`src/rtl/wiring_drv_pkg.sv`:
```
// Shared types and defaults for the Wiring netlist step driver.
package wiring_drv_pkg;

  typedef enum logic [2:0] {
    CLEAR,
    IDLE,
    FIRE,
    WAIT,
    CAPTURE,
    RESP
  } state_e;

  localparam int QUIET_CYCLES_DEF   = 2;
  localparam int TIMEOUT_CYCLES_DEF = 1024;

endpackage

```
`src/rtl/wiring_settle_detector.sv`:
```
// Tracks how long the netlist has been quiet and how long the step has been waiting.
// settled/timed_out look at the post-update counts so the FSM can leave WAIT on the deciding edge.
module wiring_settle_detector #(
  parameter int QUIET_CYCLES   = 2,
  parameter int TIMEOUT_CYCLES = 1024,
  parameter int CNT_W          = 16
) (
  input  logic             clk,
  input  logic             reset,
  input  logic             clear,
  input  logic             enable,
  input  logic             wire_running,
  output logic             settled,
  output logic             timed_out,
  output logic [CNT_W-1:0] cycles
);

  localparam logic [CNT_W-1:0] QUIET_C   = CNT_W'(QUIET_CYCLES);
  localparam logic [CNT_W-1:0] TIMEOUT_C = CNT_W'(TIMEOUT_CYCLES);

  logic [CNT_W-1:0] quiet_q, quiet_d, cyc_q, cyc_d;

  always_comb begin
    quiet_d = wire_running ? '0 : quiet_q + 1'b1;
    cyc_d   = (&cyc_q) ? cyc_q : cyc_q + 1'b1;
  end

  assign settled   = enable && (quiet_d >= QUIET_C);
  assign timed_out = enable && (cyc_d >= TIMEOUT_C);
  assign cycles    = cyc_q;

  always_ff @(posedge clk) begin
    if (reset || clear) begin
      quiet_q <= '0;
      cyc_q   <= '0;
    end else if (enable) begin
      quiet_q <= quiet_d;
      cyc_q   <= cyc_d;
    end
  end

endmodule

```
`src/rtl/wiring_step_driver.sv`:
```
// Host-side step controller: pulse a trigger vector into the netlist, wait for it to go
// quiet (or time out), capture its outputs, return them, then clear per-step gate state.
module wiring_step_driver
  import wiring_drv_pkg::*;
#(
  parameter int INPUT_WIDTH    = 2,
  parameter int OUTPUT_WIDTH   = 1,
  parameter int QUIET_CYCLES   = QUIET_CYCLES_DEF,
  parameter int TIMEOUT_CYCLES = TIMEOUT_CYCLES_DEF,
  parameter int CNT_W          = 16
) (
  input  logic                    clk,
  input  logic                    reset,
  input  logic                    req_valid,
  output logic                    req_ready,
  input  logic [INPUT_WIDTH-1:0]  req_data,
  output logic                    rsp_valid,
  input  logic                    rsp_ready,
  output logic [OUTPUT_WIDTH-1:0] rsp_data,
  output logic                    rsp_timeout,
  output logic [CNT_W-1:0]        rsp_cycles,
  output logic [INPUT_WIDTH-1:0]  wire_in,
  output logic                    wire_logic_reset,
  input  logic                    wire_running,
  input  logic [OUTPUT_WIDTH-1:0] wire_out,
  output logic                    busy
);

  state_e state_q, state_d;

  logic                    req_ready_q, req_ready_d;
  logic                    rsp_valid_q, rsp_valid_d;
  logic [OUTPUT_WIDTH-1:0] rsp_data_q, rsp_data_d;
  logic                    rsp_timeout_q, rsp_timeout_d;
  logic [CNT_W-1:0]        rsp_cycles_q, rsp_cycles_d;
  logic [INPUT_WIDTH-1:0]  wire_in_q, wire_in_d;
  logic                    wlr_q, wlr_d;
  logic                    busy_q, busy_d;
  logic                    to_flag_q, to_flag_d;

  logic                    accept, settled, timed_out;
  logic [CNT_W-1:0]        cycles;

  assign accept = (state_q == IDLE) && req_valid && req_ready_q;

  wiring_settle_detector #(
    .QUIET_CYCLES  (QUIET_CYCLES),
    .TIMEOUT_CYCLES(TIMEOUT_CYCLES),
    .CNT_W         (CNT_W)
  ) u_settle (
    .clk         (clk),
    .reset       (reset),
    .clear       (accept),
    .enable      (state_q == WAIT),
    .wire_running(wire_running),
    .settled     (settled),
    .timed_out   (timed_out),
    .cycles      (cycles)
  );

  always_ff @(posedge clk) begin
    if (reset) begin
      state_q       <= CLEAR;
      req_ready_q   <= 1'b0;
      rsp_valid_q   <= 1'b0;
      rsp_data_q    <= '0;
      rsp_timeout_q <= 1'b0;
      rsp_cycles_q  <= '0;
      wire_in_q     <= '0;
      wlr_q         <= 1'b0;
      busy_q        <= 1'b1;
      to_flag_q     <= 1'b0;
    end else begin
      state_q       <= state_d;
      req_ready_q   <= req_ready_d;
      rsp_valid_q   <= rsp_valid_d;
      rsp_data_q    <= rsp_data_d;
      rsp_timeout_q <= rsp_timeout_d;
      rsp_cycles_q  <= rsp_cycles_d;
      wire_in_q     <= wire_in_d;
      wlr_q         <= wlr_d;
      busy_q        <= busy_d;
      to_flag_q     <= to_flag_d;
    end
  end

  // CLEAR lingers until its logic_reset pulse has actually been driven, which also
  // covers the entry straight out of reset where the pulse register was held low.
  always_comb begin
    state_d = state_q;
    unique case (state_q)
      CLEAR:   if (wlr_q) state_d = IDLE;
      IDLE:    if (accept) state_d = FIRE;
      FIRE:    state_d = WAIT;
      WAIT:    if (settled || timed_out) state_d = CAPTURE;
      CAPTURE: state_d = RESP;
      RESP:    if (rsp_valid_q && rsp_ready) state_d = CLEAR;
      default: state_d = CLEAR;
    endcase
  end

  always_comb begin
    req_ready_d   = (state_d == IDLE);
    busy_d        = (state_d != IDLE);
    wlr_d         = (state_d == CLEAR);
    rsp_valid_d   = (state_d == RESP);
    wire_in_d     = (state_d == FIRE) ? req_data : '0;
    to_flag_d     = to_flag_q;
    rsp_data_d    = rsp_data_q;
    rsp_timeout_d = rsp_timeout_q;
    rsp_cycles_d  = rsp_cycles_q;
    if (state_q == WAIT) to_flag_d = timed_out && !settled;
    if (state_q == CAPTURE) begin
      rsp_data_d    = wire_out;
      rsp_timeout_d = to_flag_q;
      rsp_cycles_d  = cycles;
    end
  end

  assign req_ready        = req_ready_q;
  assign rsp_valid        = rsp_valid_q;
  assign rsp_data         = rsp_data_q;
  assign rsp_timeout      = rsp_timeout_q;
  assign rsp_cycles       = rsp_cycles_q;
  assign wire_in          = wire_in_q;
  assign wire_logic_reset = wlr_q;
  assign busy             = busy_q;

endmodule

```
`config.mk`:
```
export PLATFORM = sky130hd
export DESIGN_NAME = wiring_step_driver
export DESIGN_NICKNAME = d
export VERILOG_FILES = /design/src/rtl/wiring_drv_pkg.sv /design/src/rtl/wiring_settle_detector.sv /design/src/rtl/wiring_step_driver.sv
export SDC_FILE = /design/constraint.sdc
export NUM_CORES = 1
export LEC_CHECK = 0
export ABC_AREA = 1
export CAP_MARGIN = 20
export CORE_MARGIN = 3
export CORE_UTILIZATION = 55
export DETAILED_ROUTE_END_ITERATION = 10
export PLACE_DENSITY = 0.78
export SLEW_MARGIN = 20
export SYNTH_ARGS = -nofsm -noshare
export SYNTH_HDL_FRONTEND = slang
export SYNTH_SLANG_ARGS = --single-unit
```
`constraint.sdc`:
```
create_clock -name clk -period 3.9 [get_ports clk]
set_input_delay 0.78 -clock clk [delete_from_list [all_inputs] [get_ports clk]]
set_output_delay 0.78 -clock clk [all_outputs]
set_load 0.03 [all_outputs]
```
==> report_table.html, run 1 <==
<table>
<tr><th>Metric</th><th>Value</th></tr>
<tr><th colspan="2">Run status</th></tr>
<tr><td>Run status</td><td>finished, final reports clean</td></tr>
<tr><th colspan="2">Global route</th></tr>
<tr><td>Overall Global Routing Usage</td><td>a little under a quarter</td></tr>
<tr><td>First-pass GRT wire length</td><td>11500 um</td></tr>
<tr><td>Leftover overflow at the end of global routing</td><td>0</td></tr>
<tr><td>Antenna violations before repair</td><td>0</td></tr>
<tr><td>Via count of the first global-routing pass</td><td>roughly 2600</td></tr>
<tr><td>Largest net degree at the start of global routing</td><td>29</td></tr>
<tr><th colspan="2">Worst setup path</th></tr>
<tr><td>Register-to-register setup slack</td><td>approximately 1.7 ns</td></tr>
<tr><td>Sort of element at the end of the critical path</td><td>flop</td></tr>
<tr><td>Worst setup SP type</td><td>input pin</td></tr>
<tr><td>Beginning of the worst register-to-register path</td><td>state_q[1]</td></tr>
<tr><td>Arrival time of the worst setup path</td><td>just under 3 ns</td></tr>
<tr><td>Most numerous cell on the critical path</td><td>inv_1</td></tr>
<tr><td>Critical path type</td><td>in2reg</td></tr>
<tr><td>Series of cell instances along the critical path</td><td>clkdlybuf4s50_1 -&gt; inv_1 -&gt; nand2_1 -&gt; buf_4 -&gt; inv_1 -&gt; o21ai_0 -&gt; a21oi_1</td></tr>
<tr><td>Count of cells along the worst register-to-register path</td><td>11</td></tr>
<tr><td>Data required time at the worst endpoint</td><td>4.17 ns</td></tr>
<tr><td>Worst-path cell with the longest stage delay</td><td>clkdlybuf4s50_1</td></tr>
<tr><td>Capture point of the worst reg-to-reg path</td><td>u_settle.cycles[9]</td></tr>
<tr><td>Max Fanout on Critical Path</td><td>21</td></tr>
<tr><td>Critical path's largest stage delay</td><td>0.55 ns</td></tr>
<tr><th colspan="2">Clocking</th></tr>
<tr><td>TritonCTS buffer count</td><td>9</td></tr>
<tr><td>Buffer depth of the longest clock path</td><td>2</td></tr>
<tr><td>H-tree depth</td><td>3</td></tr>
<tr><td># Post-CTS Setup Buffers</td><td>0</td></tr>
<tr><td>Count of clock tree sinks</td><td>60</td></tr>
<tr><td>Count of instances resized after the clock tree is built</td><td>0</td></tr>
<tr><td>Source-to-sink clock delay at the later pin of the worst-skew pair</td><td>0.33 ns</td></tr>
<tr><td>CTS tree</td><td>built</td></tr>
<tr><td>Hold buffer count at CTS</td><td>0</td></tr>
<tr><td>Library cell used as clock root buffer</td><td>clkbuf_8</td></tr>
<tr><td>Clock-pin slew on the worst setup and hold paths</td><td>roughly 0.07 ns</td></tr>
<tr><th colspan="2">STA</th></tr>
<tr><td>Setup skew after layout</td><td>0.00692 ns</td></tr>
<tr><td>Period utilization</td><td>between 60% and 70%</td></tr>
<tr><td>Setup repair after global routing missed its margin</td><td>no</td></tr>
<tr><td>Summed negative setup slack over all endpoints</td><td>0 ns</td></tr>
<tr><td>Finish-stage setup viols</td><td>0</td></tr>
<tr><td>Post-layout minimum cycle time</td><td>around 2.7 ns</td></tr>
<tr><td>Max-slew headroom at the worst pin</td><td>roughly 60%</td></tr>
<tr><td>Max frequency</td><td>377 MHz</td></tr>
<tr><td>Final hold violations</td><td>0</td></tr>
<tr><td>Pin slew with the least headroom to its limit</td><td>0.597 ns</td></tr>
<tr><td>Count of pins over their slew limit</td><td>0</td></tr>
<tr><th colspan="2">Yosys</th></tr>
<tr><td>Post-Synthesis Cells</td><td>432</td></tr>
<tr><td>Total standard cell area after synthesis</td><td>2980 sq um</td></tr>
<tr><td>Most area-consuming cells after synthesis</td><td>dfxtp_1 (40%), nand2_1 (7.9%), nor2_1 (7.8%)</td></tr>
<tr><td>Top cells by instance count after synthesis</td><td>nand2_1 (63), nor2_1 (62), dfxtp_1 (60)</td></tr>
<tr><td>FF+latch count, synth</td><td>60</td></tr>
<tr><td>Part of the Yosys area used for sequential elements</td><td>40.3%</td></tr>
<tr><td>Count of cell types in the netlist</td><td>34</td></tr>
<tr><td>Yosys top cell area share</td><td>approximately two fifths</td></tr>
<tr><td>Yosys top cell by area</td><td>dfxtp_1</td></tr>
<tr><td>Number of nets produced by synthesis</td><td>442</td></tr>
<tr><td>Fraction of synthesis flops using an asynchronous set or reset pin</td><td>0%</td></tr>
<tr><td>Most frequent cell after synthesis</td><td>nand2_1</td></tr>
<tr><td>Syn Area/Cell</td><td>6.90 sq um</td></tr>
<tr><td>Main flop type after synthesis</td><td>dfxtp_1</td></tr>
<tr><td>Number of flops mapped to enable cells by yosys</td><td>0</td></tr>
<tr><td>Number of warnings issued by yosys</td><td>0</td></tr>
<tr><th colspan="2">Placed design</th></tr>
<tr><td>Count of placed standard cells including taps</td><td>520</td></tr>
<tr><td>Dpl hpwl</td><td>4920 um</td></tr>
<tr><td>Cell area reported after detailed placement</td><td>3330 sq um</td></tr>
<tr><td>Count of buffers inserted at the top-level ports</td><td>31</td></tr>
<tr><td>Final Wtd Congestion</td><td>0.874</td></tr>
<tr><th colspan="2">Layout</th></tr>
<tr><td>Net count of the finished layout</td><td>471</td></tr>
<tr><td>Number of antenna repair diodes</td><td>0</td></tr>
<tr><td>Layout cells sized above 1</td><td>9.25%</td></tr>
<tr><td>Area growth from synthesis to layout</td><td>18.0%</td></tr>
<tr><td>Final instance area</td><td>3520 sq um</td></tr>
<tr><td>Filler-free cell count of the finished design</td><td>535</td></tr>
<tr><th colspan="2">Detailed routing</th></tr>
<tr><td>Per-cell routed wire length</td><td>12.6 um</td></tr>
<tr><td>DRC violation total after the first TritonRoute iteration</td><td>153</td></tr>
<tr><td>Number of vias per cell after detailed routing</td><td>5.31</td></tr>
<tr><td>Number of detailed-routing iterations run before antenna repair</td><td>5</td></tr>
<tr><td>Total number of vias</td><td>2843</td></tr>
<tr><td>DRT Wirelength</td><td>around 6700 um</td></tr>
<tr><td>DRT antenna net count</td><td>0</td></tr>
<tr><td>DRC violation count after routing</td><td>0</td></tr>
<tr><th colspan="2">Min path</th></tr>
<tr><td>Hold EP</td><td>to_flag_q</td></tr>
<tr><td>Number of cells on the worst hold path</td><td>2</td></tr>
<tr><td>HP Start</td><td>to_flag_q</td></tr>
<tr><td>Class of the worst hold path</td><td>reg2reg</td></tr>
<tr><th colspan="2">Floorplanning</th></tr>
<tr><td>Y dimension of the die</td><td>around 80 um</td></tr>
<tr><td>Die area</td><td>6340 sq um</td></tr>
<tr><td>Count of pins on the block boundary</td><td>32</td></tr>
<tr><td>Core Footprint</td><td>5170 sq um</td></tr>
<tr><td>X dimension of the die</td><td>79.6 um</td></tr>
<tr><td>Initial standard-cell utilization of the core</td><td>57.7%</td></tr>
<tr><td>Number of core rows</td><td>26</td></tr>
<tr><th colspan="2">Power</th></tr>
<tr><td>Total power divided by cell area</td><td>~370 nW/um^2</td></tr>
<tr><td>Worst voltage drop across the vdd grid</td><td>between 0.2 and 0.3 mV</td></tr>
<tr><td>Cell leakage power</td><td>between 1 and 1.5 nW</td></tr>
<tr><th colspan="2">Flow run</th></tr>
<tr><td>Count of maximum capacitance violations</td><td>0</td></tr>
</table>
-- cell type report --
cell class	instances	area (sq um)
fillers	480	1650
well taps	70	87.6
multi-input cells	308	1530
clock inverters	5	52.6
inverters	49	184
flip-flops and latches	60	1200
repair buffers	33	325
clock buffers	10	138
-- worst max-delay path by stage --
| stage | cells after the start | slack (ns) | start | to |
|---|---|---|---|---|
| after floorplan | 10 | 2.01 | wire_running | wire_logic_reset |
| after global placement | 7 | 1.04 | reset | u_settle.quiet_q[9] |
| after detailed placement | 7 | 0.94 | reset | u_settle.quiet_q[7] |
| after CTS | 7 | 1.29 | reset | u_settle.quiet_q[7] |
| after global routing | 7 | 1.00 | reset | u_settle.cycles[3] |
| final | 7 | 1.25 | reset | u_settle.quiet_q[3] |
-- worst max-delay path, delay by kind of cell --
kind	cells	cell delay [ns]
AOI/OAI and AO/OA	2	0.36
buffers and inverters	4	1.68
and+or+nand+nor	1	0.10
-- stage by stage --
stage / total power, mW / hold slack, ns / utilization, % / worst slack, ns
6_report: 1.30 / 0.482 / 68.0 / 1.25
5_1_grt: 1.36 / 0.512 / 68.0 / 1.00
4_1_cts: 1.31 / 0.487 / 68.0 / 1.29
3_5_place_dp: 0.772 / 0.473 / 64.3 / 0.936
3_3_place_gp: 0.772 / 0.464 / 64.3 / 1.04
2_1_floorplan: 0.731 / 0.449 / - / 2.01
-- flip-flops by register name (all words and copies together) (netlist names), 2 cells and up --
signal,cells
u_settle.cycles,16
u_settle.quiet_q,16
rsp_cycles,16
wire_in,2
state_q,3
-- power breakdown --
| part | internal (mW) | switching (mW) | total, mW |
|---|---|---|---|
| sequential | 0.630 | 0.0118 | 0.642 |
| clock | 0.305 | 0.236 | 0.541 |
| combinational | 0.0467 | 0.0722 | 0.119 |
| total | 0.982 | 0.320 | 1.30 |
-- routing by layer --
metal  track usage (%)  wire length, um
met2              37.8             3190
met1              29.0             3100
met3              3.95              313
met5                 0                0
met4              10.8              135
-- kinds of logic (layout without fill, tap and decap cells) --
logic type	count (synthesis)	count (layout)	share of synthesized area, %
xor+xnor	3	3	0.881
flops	60	60	40.3
buf+inv	64	97	8.43
compound gates	94	94	16.7
simple gates	209	209	32.8
fa+ha+maj	2	2	0.839
-- cells in the final DEF, fill, tap and decap left out, types with 2 or more instances in the layout --
cell,instances
nand4_1,7
ha_1,2
o21bai_1,4
clkbuf_8,10
clkinv_2,3
o21ai_1,4
nor2_2,7
clkdlybuf4s50_1,31
clkinv_1,2
a211oi_1,4
inv_1,46
nand3_1,44
nor3b_1,2
nor3_1,5
nor2_1,62
nand2_1,63
xor2_1,2
nand2_2,9
a21oi_1,36
buf_4,2
o21ai_0,43
dfxtp_1,60
nor2_4,3
Note: power is estimated with default switching activity, not from simulation.
==> run 2: changes to the inputs <==
CORE_UTILIZATION = 51   (was 55)
PLACE_DENSITY = 0.76   (was 0.78)
clock period = 2.32 ns   (was 3.9 ns; I/O delays follow)
==> run 2 against run 1 <==
Effect of this change:
- largest cell class unchanged
- clock skew rose by 0.0014 ns
- cell count is 1.3% higher
- design area is 1.1% higher
==> report_table.html, run 2 (synthesis results as in run 1) <==
<table>
<tr><th>Metric</th><th>Value</th></tr>
<tr><th colspan="2">Run status</th></tr>
<tr><td>Run status</td><td>finished, final reports clean</td></tr>
<tr><th colspan="2">Flow run</th></tr>
<tr><td>Count of maximum capacitance violations</td><td>0</td></tr>
<tr><th colspan="2">Worst setup path</th></tr>
<tr><td>Sort of element at the end of the critical path</td><td>flop</td></tr>
<tr><td>Worst setup SP type</td><td>flop</td></tr>
<tr><td>Count of cells along the worst register-to-register path</td><td>12</td></tr>
<tr><td>Crit path capture</td><td>wire_logic_reset</td></tr>
<tr><td>Data required time at the worst endpoint</td><td>2.55 ns</td></tr>
<tr><td>Register-to-register setup slack</td><td>0.15 ns</td></tr>
<tr><td>Capture point of the worst reg-to-reg path</td><td>wire_logic_reset</td></tr>
<tr><td>Max Fanout on Critical Path</td><td>4</td></tr>
<tr><td>Arrival time of the worst setup path</td><td>2.40 ns</td></tr>
<tr><td>Startpoint of the worst setup timing path</td><td>u_settle.quiet_q[0]</td></tr>
<tr><td>Critical path type</td><td>reg2reg</td></tr>
<tr><td>Beginning of the worst register-to-register path</td><td>u_settle.quiet_q[0]</td></tr>
<tr><th colspan="2">STA</th></tr>
<tr><td>Finish-stage setup viols</td><td>0</td></tr>
<tr><td>Count of pins over their slew limit</td><td>0</td></tr>
<tr><td>Max frequency</td><td>462 MHz</td></tr>
<tr><td>Period utilization</td><td>93.3%</td></tr>
<tr><td>Post-layout minimum cycle time</td><td>roughly 2.2 ns</td></tr>
<tr><td>Max-slew headroom at the worst pin</td><td>59.5%</td></tr>
<tr><td>Tightest hold margin</td><td>0.484 ns</td></tr>
<tr><td>Final hold violations</td><td>0</td></tr>
<tr><td>Setup repair after global routing missed its margin</td><td>no</td></tr>
<tr><td>Setup skew after layout</td><td>approximately 0.0083 ns</td></tr>
<tr><td>Final worst slack</td><td>0.155 ns</td></tr>
<tr><td>Pin slew with the least headroom to its limit</td><td>0.604 ns</td></tr>
<tr><td>Summed negative setup slack over all endpoints</td><td>0 ns</td></tr>
<tr><th colspan="2">Global route</th></tr>
<tr><td>Overall Global Routing Usage</td><td>21.7%</td></tr>
<tr><td>Leftover overflow at the end of global routing</td><td>0</td></tr>
<tr><td>Via count of the first global-routing pass</td><td>2631</td></tr>
<tr><td>Largest net degree at the start of global routing</td><td>37</td></tr>
<tr><td>Antenna violations before repair</td><td>0</td></tr>
<tr><td>First-pass GRT wire length</td><td>~11000 um</td></tr>
<tr><th colspan="2">Layout</th></tr>
<tr><td>Filler cell count in the final layout</td><td>slightly above 500</td></tr>
<tr><td>Number of antenna repair diodes</td><td>0</td></tr>
<tr><td>Net count of the finished layout</td><td>roughly 480</td></tr>
<tr><td>Area growth from synthesis to layout</td><td>19.3%</td></tr>
<tr><td>Area taken by multi-input logic gates</td><td>1530 sq um</td></tr>
<tr><td>Commonest non-fill, non-tap cell in the layout</td><td>nand2_1</td></tr>
<tr><td>Layout cells sized above 1</td><td>between 10% and 20%</td></tr>
<tr><td>Sequential standard cell area</td><td>1200 sq um</td></tr>
<tr><td>Commonest non-fill, non-tap cells in the layout</td><td>nand2_1 (63), nor2_1 (62), dfxtp_1 (60)</td></tr>
<tr><td>Utilization of the core after routing</td><td>63.8%</td></tr>
<tr><td>Final instance area</td><td>3560 sq um</td></tr>
<tr><td>Filler-free cell count of the finished design</td><td>542</td></tr>
<tr><th colspan="2">Detailed routing</th></tr>
<tr><td>DRT antenna net count</td><td>0</td></tr>
<tr><td>DR top layer</td><td>met4</td></tr>
<tr><td>Total number of vias</td><td>just under 3000</td></tr>
<tr><td>DRT Wirelength</td><td>6720 um</td></tr>
<tr><td>DRC violation count after routing</td><td>0</td></tr>
<tr><td>Per-cell routed wire length</td><td>12.4 um</td></tr>
<tr><td>Number of detailed-routing iterations run before antenna repair</td><td>5</td></tr>
<tr><td>Total length of routed met2 wires</td><td>3320 um</td></tr>
<tr><td>Routed wire length on met3</td><td>325 um</td></tr>
<tr><td>Routed metal-1 wire length</td><td>2990 um</td></tr>
<tr><td>DRC violation total after the first TritonRoute iteration</td><td>120</td></tr>
<tr><td>Number of vias per cell after detailed routing</td><td>5.35</td></tr>
<tr><th colspan="2">Floorplanning</th></tr>
<tr><td>Die area</td><td>~6800 sq um</td></tr>
<tr><td>Count of pins on the block boundary</td><td>32</td></tr>
<tr><td>Y dimension of the die</td><td>between 80 and 90 um</td></tr>
<tr><td>Initial standard-cell utilization of the core</td><td>between 50% and 60%</td></tr>
<tr><td>Core Footprint</td><td>5570 sq um</td></tr>
<tr><td>Number of core rows</td><td>27</td></tr>
<tr><td>X dimension of the die</td><td>82.5 um</td></tr>
<tr><th colspan="2">Clocking</th></tr>
<tr><td># Post-CTS Setup Buffers</td><td>0</td></tr>
<tr><td>Source-to-sink clock delay at the later pin of the worst-skew pair</td><td>0.34 ns</td></tr>
<tr><td>Hold buffer count at CTS</td><td>0</td></tr>
<tr><td>H-tree depth</td><td>3</td></tr>
<tr><td>Count of clock tree sinks</td><td>60</td></tr>
<tr><td>Library cell used as clock root buffer</td><td>clkbuf_8</td></tr>
<tr><td>Buffer depth of the longest clock path</td><td>2</td></tr>
<tr><td>Count of instances resized after the clock tree is built</td><td>0</td></tr>
<tr><td>TritonCTS buffer count</td><td>9</td></tr>
<tr><td>CTS tree</td><td>built</td></tr>
<tr><td>Clock-pin slew on the worst setup and hold paths</td><td>0.07 ns</td></tr>
<tr><th colspan="2">Power</th></tr>
<tr><td>Cell leakage power</td><td>~1.5 nW</td></tr>
<tr><td>Total power divided by cell area</td><td>slightly above 600 nW/um^2</td></tr>
<tr><td>Tot Pwr</td><td>approximately 2.2 mW</td></tr>
<tr><td>Worst voltage drop across the vdd grid</td><td>0.437 mV</td></tr>
<tr><th colspan="2">Placed design</th></tr>
<tr><td>Cell area reported after detailed placement</td><td>3360 sq um</td></tr>
<tr><td>Final Wtd Congestion</td><td>0.894</td></tr>
<tr><td>Count of placed standard cells including taps</td><td>526</td></tr>
<tr><td>Pre-CTS setup slack</td><td>0.0305 ns</td></tr>
<tr><td>Count of buffers inserted at the top-level ports</td><td>31</td></tr>
<tr><td>Dpl hpwl</td><td>around 5000 um</td></tr>
<tr><th colspan="2">Min path</th></tr>
<tr><td>Class of the worst hold path</td><td>reg2reg</td></tr>
</table>
## run 2: changes by cell type in the layout (fill, tap and decap cells not counted)
cell and change:
clkinv_2 -1, clkinv_4 +1, clkinvlp_4 -1, bufinv_16 -1, clkbuf_8 +3, buf_4 +4
## run 2: how the worst min path moves through the flow
stage,from,slack [ns],end,cells past startpoint
3_5_place_dp,rsp_cycles[1],0.48,rsp_cycles[1],2
4_1_cts,rsp_cycles[1],0.49,rsp_cycles[1],2
2_1_floorplan,to_flag_q,0.45,to_flag_q,2
3_3_place_gp,rsp_cycles[1],0.46,rsp_cycles[1],2
6_report,rsp_cycles[1],0.48,rsp_cycles[1],2
5_1_grt,rsp_cycles[8],0.50,rsp_cycles[8],2
## run 2: report_power, final
part           total (mW)  switching (mW)  internal (mW)
registers            1.08          0.0195           1.06
clock network       0.904           0.402          0.502
logic               0.201           0.119         0.0823
## run 2: critical path: stages, from the launching register on
cell and delay, ns:
dfxtp_1 0.38, ha_1 0.22, nand2_1 0.15, inv_2 0.13
nor2_1 0.05, o21ai_0 0.11, nand3_1 0.12, nor3_1 0.28
nand3_1 0.18, o21bai_1 0.19, nand2_2 0.10, nand3_1 0.09
nor2_1 0.05
## run 2: final cells by class
type	count	share of cell area [%]
clock buffer	13	5.03
clock inverter	3	0.527
inverter	49	5.17
multi-input combinational	308	43.0
sequential	60	33.8
tap	72	2.53
timing repair buffer	37	9.99
## run 2: metal layers
layer / global-route usage, % / vias up
met5: 0 / -
met4: 6.48 / 0
met3: 6.18 / 11
met2: 38.1 / 67
met1: 25.3 / 1329
li1: - / 1492
==> edit: new RTL, settings of run 2 <==
`CNT_W` is set to 16 in 2 places; all go to 32.
--- a/src/rtl/wiring_settle_detector.sv
+++ b/src/rtl/wiring_settle_detector.sv
@@ -3,7 +3,7 @@
 module wiring_settle_detector #(
   parameter int QUIET_CYCLES   = 2,
   parameter int TIMEOUT_CYCLES = 1024,
-  parameter int CNT_W          = 16
+  parameter int CNT_W          = 32
 ) (
   input  logic             clk,
   input  logic             reset,
--- a/src/rtl/wiring_step_driver.sv
+++ b/src/rtl/wiring_step_driver.sv
@@ -7,7 +7,7 @@
   parameter int OUTPUT_WIDTH   = 1,
   parameter int QUIET_CYCLES   = QUIET_CYCLES_DEF,
   parameter int TIMEOUT_CYCLES = TIMEOUT_CYCLES_DEF,
-  parameter int CNT_W          = 16
+  parameter int CNT_W          = 32
 ) (
   input  logic                    clk,
   input  logic                    reset,
Interface: changed (resized rsp_cycles); port bits go from 32 to 48. No check against the original RTL was run, so the function may have changed too.
==> edit against run 2 <==
  * Final cell count rose by 110%
  * Routed wire length grew 140%
  * Non-clock buffer count rose by 57
  * Critical path depth is 6 higher
  * Largest power group unchanged
  * Setup slack got worse by 0.055 ns
  * Sequential power up 79%
  * Via count up 110%
  * Total power grew 76%
  * Design area increased by 100%
  * Sequential share of layout area decreased by 3.6 points
  * Area after synthesis up 97%
  * Sequential cell count grew 48
==> edit: results (changes against run 2) <==
.. list-table::
   :header-rows: 1

   * - Metric
     - Value
   * - All-Layer GR Usage
     - 24.91% (was 21.65%)
   * - CTS Root Buffer Type
     - clkbuf_16 (was clkbuf_8)
   * - Cell type of the slowest stage on the worst timing path
     - dfxtp_1 (unchanged)
   * - Post-detailed-route wirelength per cell
     - 13.93 um (was 12.39 um)
   * - Number of antenna repair diodes
     - 0 (unchanged)
   * - Stage delay of the slowest cell on the critical path
     - 0.34 ns (was 0.38 ns)
   * - Share of cells above drive strength 1
     - 14.09% (was 10.21%)
   * - GR Util met1
     - 37.00% (was 25.29%)
   * - Yosys cell types
     - 32 (was 34)
   * - Top cells by count, synth
     - 222 x nand2_1, 154 x nor2_1, 108 x dfxtp_1 (was 63 x nand2_1, 62 x nor2_1, 60 x dfxtp_1)
   * - Largest clock skew in the final design
     - 0.007774 ns (was 0.008321 ns)
   * - Number of vias in the routed layout
     - 6,146 (was 2,899)
   * - Worst hold slack
     - 0.4811 ns (was 0.4836 ns)
   * - Register-to-Register Setup Slack
     - 0.1 ns (was 0.15 ns)
   * - Fraction of power spent switching nets
     - 23.93% (was 24.72%)
   * - Share of synthesized registers carrying an async set or reset
     - 0% (unchanged)
   * - Number of global-route vias before repair
     - 5,365 (was 2,631)
   * - Initial drt markers
     - 526 (was 120)
   * - GP Congestion
     - 0.9669 (was 0.8939)
   * - Filler instances
     - 976 (was 518)
   * - Seq/Total Area, Yosys
     - 36.77% (was 40.27%)
   * - Tcrit/Tclk final
     - 95.70% (was 93.33%)
   * - H-tree level count
     - 3 (unchanged)
   * - Post-synthesis net count
     - 940 (was 442)
   * - Detailed placer's ending HPWL
     - 11.91 mm (was 4.998 mm)
   * - Max VDD drop
     - 564.5 uV (was 437.2 uV)
   * - Maximum number of pins on one net before global-route repair
     - 56 (was 37)
   * - Cells taking the most area after synthesis
     - dfxtp_1 37%, nand2_1 14%, nor2_1 9.8% (was dfxtp_1 40%, nand2_1 7.9%, nor2_1 7.8%)
   * - Post-layout nets
     - 1,013 (was 475)
   * - Number of input and output port buffers inserted
     - 47 (was 31)
   * - First-pass GRT wire length
     - 25.88 mm (was 11.35 mm)
   * - Outcome
     - completed (unchanged)
   * - Worst Path Arrival
     - 2.48 ns (was 2.40 ns)
   * - Static Leakage
     - 2.829 nW (was 1.450 nW)
   * - Global routing usage on met2
     - 36.45% (was 38.14%)
   * - Insertion delay to the later sink of the worst-skew pair
     - 0.36 ns (was 0.34 ns)
   * - Met3 usage
     - 6.207% (was 6.182%)
   * - Worst slew pin tran
     - 0.4797 ns (was 0.6044 ns)
   * - Pre-CTS worst setup slack
     - -0.04948 ns (was 0.03052 ns)
-- edit: worst min-delay path: stages, from the launching register on --
cell and delay (ns):
dfxtp_1 0.32, nor2_1 0.04, nor2_1 0.08
-- edit: logic make-up after synthesis --
group / after synthesis / synth area share, %
DFF: 108 / 36.77
adders and majority gates: 2 / 0.4255
buffers and inverters: 113 / 7.532
AOI/OAI and AO/OA: 195 / 17.04
xor gates and xnor gates: 2 / 0.2979
and+or+nand+nor: 510 / 37.94
-- edit: area by class of cell --
class | instances | area share, %
clock buffer | 13 | 3.604
clock inverter | 3 | 0.6065
inverter | 80 | 4.176
multi-input combinational | 710 | 47.43
sequential | 108 | 30.19
tap | 140 | 2.426
timing repair buffer | 94 | 11.58
-- edit: path summary, 6_finish.rpt --
check | to | depth (start not counted) | from
max | wire_logic_reset$_SDFF_PP0_ | 18 | u_settle.quiet_q[1]$_SDFFE_PP0P_
min | rsp_data$_SDFFE_PP0N_ | 2 | rsp_data$_SDFFE_PP0N_
max reg2reg | wire_logic_reset$_SDFF_PP0_ | 18 | u_settle.quiet_q[1]$_SDFFE_PP0P_
min reg2reg | rsp_data$_SDFFE_PP0N_ | 2 | rsp_data$_SDFFE_PP0N_
-- edit: through the flow --
step	utilization, %	TNS (ns)	instances	total power [mW]	instance area (um^2)
CTS	63.82	0	1145	3.882	7039
detailed placement	61.06	-0.04948	1129	2.294	6735
global placement	61.06	-0.03378	1129	2.291	6735
global route	65.46	-0.1223	1148	4.010	7221
finish	65.46	0	1148	3.840	7221
floorplan	-	0	930	2.174	5881
-- edit: power groups by stage --
stage                     clock network, mW  logic [mW]  registers [mW]
after floorplan                           0       0.169            2.00
after global placement                    0       0.318            1.97
after detailed placement                  0       0.321            1.97
after CTS                              1.63       0.323            1.93
after global routing                   1.71       0.367            1.94
final                                  1.58       0.325            1.93
-- edit: metal layers --
layer  routed length [um]  part of all wire (%)
met5                    0                     0
met4                  203                   1.3
met3                 1243                   7.8
met2                 6644                    42
met1                 7900                    49
-- edit: timing repair --
item,in CTS,in global routing
gates resized for setup,0,58
setup endpoints to repair,0,9
endpoints found under the hold margin,0,0
setup buffers,0,2
